`src/rtl/counter_pkg.sv`:
```
// Shared encodings for the counter sequencer: command opcodes, FSM states
// and run modes.
package counter_pkg;

    // Command opcodes presented on cmd_op
    typedef enum logic [1:0] {
        OP_NOP            = 2'b00,
        OP_START_ONESHOT  = 2'b01,
        OP_START_PERIODIC = 2'b10,
        OP_STOP           = 2'b11
    } cmd_op_e;

    // Sequencer states
    typedef enum logic [1:0] {
        ST_IDLE = 2'b00,
        ST_RUN  = 2'b01,
        ST_DONE = 2'b10
    } state_e;

    // Run mode latched on START acceptance
    typedef enum logic {
        MODE_ONESHOT  = 1'b0,
        MODE_PERIODIC = 1'b1
    } mode_e;

    // Default sizes used by the sequencer and its bench
    localparam int DEFAULT_SIZE         = 5;
    localparam int DEFAULT_PERIOD_WIDTH = 8;

endpackage : counter_pkg

```
`src/rtl/counter_sequencer.sv`:
```
// Sequences an external free-running counter through its synchronous reset.
// Accepts one-shot / periodic / stop commands over valid/ready, compares the
// counter value with a latched limit and emits registered tick/done pulses
// plus a saturating count of periodic completions.
module counter_sequencer
    import counter_pkg::*;
#(
    parameter int Size        = DEFAULT_SIZE,
    parameter int PeriodWidth = DEFAULT_PERIOD_WIDTH
) (
    input  logic                   clock,
    input  logic                   reset,
    input  logic                   cmd_valid,
    output logic                   cmd_ready,
    input  logic [1:0]             cmd_op,
    input  logic [Size-1:0]        cmd_limit,
    input  logic [Size-1:0]        count,
    output logic                   counter_reset,
    output logic                   tick,
    output logic                   done,
    output logic                   busy,
    output logic [PeriodWidth-1:0] periods
);

    localparam logic [PeriodWidth-1:0] PERIODS_ONE = {{(PeriodWidth-1){1'b0}}, 1'b1};

    state_e                 state_reg, state_next;
    logic [Size-1:0]        limit_reg, limit_next;
    mode_e                  mode_reg, mode_next;
    logic                   tick_reg, tick_next;
    logic                   done_reg, done_next;
    logic [PeriodWidth-1:0] periods_reg, periods_next;

    logic                   accept;
    logic                   start_acc;
    logic                   stop_acc;
    logic                   hit;
    logic [Size-1:0]        bit_match;

    // Per-bit equality between the counter and the latched limit
    generate
        for (genvar gi = 0; gi < Size; gi++) begin : g_match
            assign bit_match[gi] = (count[gi] == limit_reg[gi]);
        end
    endgenerate

    // Terminal count is only meaningful while running; strict equality so an
    // overshooting counter wraps around and hits on its next pass.
    assign hit = (state_reg == ST_RUN) && (&bit_match);

    // Handshake decode. NOP is accepted but has no effect at all, so only
    // START and STOP are treated as commands.
    assign accept    = cmd_valid && cmd_ready;
    assign start_acc = accept && ((cmd_op == OP_START_ONESHOT) || (cmd_op == OP_START_PERIODIC));
    assign stop_acc  = accept && (cmd_op == OP_STOP);

    // State register
    always_ff @(posedge clock) begin
        if (reset) begin
            state_reg <= ST_IDLE;
        end else begin
            state_reg <= state_next;
        end
    end

    // Next-state decode; an accepted command takes priority over a hit
    always_comb begin
        state_next = state_reg;
        case (state_reg)
            ST_IDLE: begin
                if (start_acc) begin
                    state_next = ST_RUN;
                end
            end
            ST_RUN: begin
                if (stop_acc) begin
                    state_next = ST_IDLE;
                end else if (start_acc) begin
                    state_next = ST_RUN;
                end else if (hit && (mode_reg == MODE_ONESHOT)) begin
                    state_next = ST_DONE;
                end
            end
            ST_DONE: begin
                state_next = ST_IDLE;
            end
            default: begin
                state_next = ST_IDLE;
            end
        endcase
    end

    // State-decoded outputs; reset holds the counter and blocks commands
    always_comb begin
        cmd_ready     = !reset && (state_reg != ST_DONE);
        busy          = !reset && (state_reg == ST_RUN);
        counter_reset = reset || (state_reg != ST_RUN) || hit || start_acc || stop_acc;
    end

    // Next values of the latched command and the registered event outputs
    always_comb begin
        limit_next   = limit_reg;
        mode_next    = mode_reg;
        tick_next    = hit;
        done_next    = hit && (mode_reg == MODE_ONESHOT) && !start_acc && !stop_acc;
        periods_next = periods_reg;

        if (start_acc) begin
            limit_next = cmd_limit;
            mode_next  = (cmd_op == OP_START_PERIODIC) ? MODE_PERIODIC : MODE_ONESHOT;
        end

        // A START clears the completion count even if a hit lands on the same edge
        if (start_acc) begin
            periods_next = '0;
        end else if (hit && (mode_reg == MODE_PERIODIC) && (periods_reg != '1)) begin
            periods_next = periods_reg + PERIODS_ONE;
        end
    end

    // Datapath registers
    always_ff @(posedge clock) begin
        if (reset) begin
            limit_reg   <= '0;
            mode_reg    <= MODE_ONESHOT;
            tick_reg    <= 1'b0;
            done_reg    <= 1'b0;
            periods_reg <= '0;
        end else begin
            limit_reg   <= limit_next;
            mode_reg    <= mode_next;
            tick_reg    <= tick_next;
            done_reg    <= done_next;
            periods_reg <= periods_next;
        end
    end

    assign tick    = tick_reg;
    assign done    = done_reg;
    assign periods = periods_reg;

endmodule : counter_sequencer

```
`config.mk`:
```
export PLATFORM = sky130hd
export DESIGN_NAME = counter_sequencer
export DESIGN_NICKNAME = d
export VERILOG_FILES = /design/src/rtl/counter_pkg.sv /design/src/rtl/counter_sequencer.sv
export SDC_FILE = /design/constraint.sdc
export NUM_CORES = 1
export LEC_CHECK = 0
export CORE_MARGIN = 4
export CORE_UTILIZATION = 41
export CTS_CLUSTER_SIZE = 20
export DETAILED_ROUTE_END_ITERATION = 8
export PLACE_DENSITY = 0.71
export SETUP_SLACK_MARGIN = 0.5
export SKIP_CTS_REPAIR_TIMING = 1
export SLEW_MARGIN = 20
export SYNTH_ARGS = -nofsm -noshare
export SYNTH_HDL_FRONTEND = slang
export SYNTH_SLANG_ARGS = --single-unit
```
`constraint.sdc`:
```
create_clock -name clock -period 1.4 [get_ports clock]
set_input_delay 0.28 -clock clock [delete_from_list [all_inputs] [get_ports clock]]
set_output_delay 0.28 -clock clock [all_outputs]
set_load 0.02 [all_outputs]
```
## Yosys cells after proc, flatten, opt, wreduce, memory -nomap -nowiden

Index checks and enable logic that the tools add are counted.

- Bits in registers: 18
- Output and inout bits: 13
- Logic and storage cells: 51

- Add/sub/neg operators: 1
- Eq/ne operators: 14
- Multiplexer cells: 6
- Bitwise gates (word level): 1
- Reduce and logical (&&, ||, !) cells: 23

Operators with widths:

| kind | number |
|---|---|
| logical AND 1 bit | 11 |
| adder 8 x 1 -> 8 bit, second input constant | 1 |
| two-way mux 2 bit | 4 |
| != test 8 bit, second input constant | 1 |
| == test 1 bit | 5 |
| logical OR 1 bit | 5 |
| AND reduction 5 bit | 1 |
| == test 2 x 1 -> 1 bit, second input constant | 2 |
| == test 2 bit, second input constant | 2 |
| != test 2 bit, second input constant | 2 |
| != test 4 bit, second input constant | 1 |
| case mux 2 bit (2 select lines) | 1 |
| logical NOT 1 bit | 3 |
| logical NOT 2 bit | 1 |
| != test 2 x 1 -> 1 bit, second input constant | 1 |
| AND reduction 2 bit | 1 |
| OR reduction 2 bit | 1 |
| two-way mux 1 bit | 1 |
| inverter 1 bit | 1 |

## Longest topological paths before layout

- Depth in word-level cells: 8
- Gate-level depth with buffers: 7

## Worst setup path after synthesis

No wires, ideal clock.

- Kind: reg-to-reg
- From: register periods_reg[0], in the netlist periods[0]
- To: register periods_reg[1], in the netlist periods[1]
- Setup time: 0.115 ns
- Data arrival time: 1.424 ns
- Required time: 1.285 ns
- Slack: -0.139 ns
- Stages on the path, launching flop included: 7
- Path through: dfxtp_1 -> ha_1 -> nand3_1 -> o2111ai_2 -> buf_4 -> nor3_1 -> o21a_1

- Longest elaborated chain between the ends: 2
- Elaborated cells between the ends (all ways): 3

Ends and longest elaborated chain:

| what | line | source |
|---|---|---|
| start: declaration | counter_sequencer.sv:32 | `logic [PeriodWidth-1:0] periods_reg, periods_next;` |
| start signal: assignment | counter_sequencer.sv:134 | `periods_reg <= periods_next;` |
| parallel branches: the longest is 2 deep, another holds adder 8 x 1 -> 8 bit | -- |  |

Parallel ways; which one is timed is not known.
A chain may end at the register's enable or synchronous reset.

## Worst setup path after layout

- From: register limit_reg[2]
- To: output port counter_reset

- Longest elaborated chain between the ends: 6

Ends and longest elaborated chain:

| what | line | source |
|---|---|---|
| start: declaration | counter_sequencer.sv:28 | `logic [Size-1:0] limit_reg, limit_next;` |
| start signal: assignment | counter_sequencer.sv:130 | `limit_reg <= limit_next;` |
| == test 1 bit | counter_sequencer.sv:43 | `assign bit_match[gi] = (count[gi] == limit_reg[gi]);` |
| AND reduction 5 bit | counter_sequencer.sv:49 | `assign hit = (state_reg == ST_RUN) && (&bit_match);` |
| logical AND 1 bit | counter_sequencer.sv:49 |  |
| logical OR 1 bit (3 in series) | counter_sequencer.sv:97 | `counter_reset = reset \|\| (state_reg != ST_RUN) \|\| hit \|\| start_acc \|\| stop_acc;` |
| end: declaration | counter_sequencer.sv:18 | `output logic counter_reset,` |

Every way passes these cells.

==> metrics list <==
* Top sig layer: met4
* Overall power consumption: 1070 uW
* Half-perimeter wire length after detailed placement: approximately 1900 microns
- TritonCTS built the clock tree.
- In this run, synthesis inferred 0 flip-flops with an integrated enable.
* Syn nets: between 100 and 150
- Yosys instantiated no cell more often than dfxtp_1.
* Vertical die dimension: between 50 and 60 microns
- In the final routed layout, each cell accounts on average for 14.1 microns.
- The detailed router put a total of around 1000 microns of wire on met1.
- Count of final hold-check violations: 0
* Ant diodes: 0
- Max FFs per register: 8
- Among all flip-flop cells after synthesis, the most frequent one is dfxtp_1.
- No sink is reached through more buffers than the 2 on the longest clock path.
- Max transition margin: around four fifths
- Met3 wire len: approximately 140 microns
- For the pin with the worst max-slew slack, the measured transition is around 310 ps.
* Count of pins over their slew limit: 0
- Yosys attributes the largest share of cell area to dfxtp_1, mux2i_1, ha_1.
* Area of combinational cells with multiple inputs: between 700 and 800 sq um
- Vias: between 900 and 1k
- Setup WS post-layout: -277 ps
- Routability Congestion: slightly below 0.8
* Sum of negative setup slack: -1910 ps
- Worst-path maximum fanout: 2
- Effective utilization at floorplan: between 40% and 50%
- For this run, the register share of the synthesized area comes to about 38%.
- After detailed routing, the number of remaining DRC violations is 0.
- After detailed routing, the met2 layer carries around 1500 microns of wire.
- The via count of the first global-routing pass is 925.
* Slowest stage cell, crit path: dfxtp_2
* Leakage power total: approximately 0.00080 uW
- Source-to-sink clock delay at the later pin of the worst-skew pair: between 200 and 300 ps
* Data arrival time of the critical path: roughly 1400 ps
- The flow ran to the end, but the final reports show violations.
- Entering global routing, the biggest net connects 16 pins.
- In the routed layout, each cell is associated on average with a via count of just over 5.
- Startpoint Class: flip-flop
- Number of DRC markers after the initial detailed-route iteration: 9
* Cell type group with the largest total delay on the critical path: simple AND/OR/NAND/NOR gates
- Summed over its instances, the top area cell type makes up 37.7% of the synthesized netlist area.
- The filler cells instantiated in the layout total around 130.
* Failing checks: negative setup slack
- Setup violations remaining at the end of the flow were counted as 17.
- Combined global-route utilization of all metal layers: between 10 and 15%
- Yosys warning total: 0
- First-pass iteration count of the detailed router: 4
- In this run, synthesis produced a sequential element count of 18.
- The floorplan step defined a die boundary enclosing roughly 3200 sq um.
- Post-route antenna net violation count: 0
- Width of the die: roughly 56 microns
- Min cycle time layout: 1680 ps
* Peak VDD IR: 0.745 mV
* Initial antenna violation count: 0
- Top Ports: 28
* Total wire length: around 2700 microns
- Hold WC Path Type: in2reg
- Clock tree synthesis inserted a total of 3 buffers.
* FF+latch area: ~390 sq um
- The number of buffers and inverters on the critical path is 1.
* Post-Synthesis Mean Instance Area: about 9.4 sq um
- Buffer type at the clock tree root: clkbuf_4
* Congestion Overflow GR: 0
- Derived from the worst setup path, the maximum achievable clock frequency is between 0.5 and 0.6 GHz.
- Required time of the critical path: roughly 1100 ps
* Fin Clk Skew: approximately 2.2 ps
- Clock-pin slew was measured on the worst setup and hold paths at about 110 ps.
* RSZ-0062 raised after global routing: yes
* Share of synthesized registers carrying an async set or reset: 0%
- In this run the number of H-tree levels came out at 1.
- Delay contributed by the slowest stage of the critical path: approximately 360 ps
* Max-cap violation count: 0
- The critical path in this run is classified as reg2out.
* Commonest cells in the netlist: dfxtp_1, mux2i_1, nor2_1, nand2_1
- CP cell instances: xnor2_2 > nand4_2 > or2_4 > nand3_4 > buf_6
* Power Density: roughly 570 nW/um^2
* Element type at the critical path end: output pin
* Share of layout cells above drive strength 1: about 62%
- After layout, the worst path uses 120% of the clock period.
- The first global-routing pass estimated ~3800 microns of wire.
- Total Nets Final: about 180
- Post-layout util: approximately 84%
- Dpl cell area: 1600 sq um
- Library cell occupying the most area in the post-synthesis netlist: dfxtp_1
* Std cell rows: 17
* Buffers on Ports: 27
- The finished cells cover 1860 sq um.
* Unique masters post-synth: 33
- Signed area change from the synthesized netlist to the final layout: 95.3%
* Total standard cell area after synthesis: approximately 950 sq um
- CTS sink count: 18
- Post-synthesis instance total: a little over 100
* Placeable core area: about 2200 sq um
[cell type report]
class	instances	share of cell area (%)
inverter	5	1.54
sequential	18	21.0
tap	28	1.88
clock buffer	4	1.95
multi-input combinational	75	39.6
timing repair buffer	62	34.0
[routing by layer]
metal  track usage [%]  vias to the layer above
li1                  -                      489
met1              15.6                      461
met3              2.30                        8
met4              5.08                        0
met5                 0                        -
met2              29.2                       26
[cells in the final DEF, fill, tap and decap left out, types with 2 or more instances in the layout]
cell type        synthesis  layout
clkdlybuf4s50_1          0       6
o21a_1                   2       2
nor4_4                   0       2
nor3_2                   0       2
dlymetal6s2s_1           0       8
xnor2_2                  1       5
a21oi_1                  5       2
ha_4                     0       2
buf_6                    2      27
mux2i_1                  8       8
buf_4                    1      20
dfxtp_2                  0      13
nand2b_1                 3       2
inv_1                    5       3
nand3_2                  0       2
dfxtp_4                  0       4
nor2_1                   8       6
nand2_1                  6       6
or4_4                    0       3
nand3_1                  5       2
o31ai_1                  4       3
a21oi_2                  0       3
clkbuf_4                 0       3
[worst paths after layout]
path         depth (start not counted)    startpoint  slack (ps)             to
max                                  5  limit_reg[2]        -280  counter_reset
min                                  5         reset         470   state_reg[0]
max reg2reg                          6  limit_reg[2]        -240     periods[6]
min reg2reg                          2    periods[7]         510     periods[7]
[stage by stage]
stage | hold WS [ps] | std cells | worst slack [ps]
after floorplan | 427 | 102 | -36.2
after CTS | 522 | 186 | -895
after detailed placement | 505 | 182 | -895
after global placement | 488 | 182 | -865
final | 469 | 192 | -277
after global routing | 451 | 192 | -355
[worst min-delay path: cells and delay by family]
kind                   cells  cell delay [ps]
AND/OR/NAND/NOR            2              120
AO/OA/AOI/OAI              1               50
buffers and inverters      2              280
[power breakdown]
group / leakage (uW) / total, uW / internal, uW / switching, uW
combinational: 0.000624 / 225 / 126 / 99.5
sequential: 0.000155 / 521 / 514 / 7.89
clock: 0.0000210 / 325 / 158 / 166
[cell families after synthesis]
group / share of synthesized area, %
buffers and inverters: 5.64
flip-flops: 37.7
multiplexers: 8.39
XOR/XNOR: 5.37
adder cells (fa/ha/maj): 3.93
AND/OR/NAND/NOR: 26.2
AO/OA/AOI/OAI: 12.7
(Power assumes the default switching activity.)
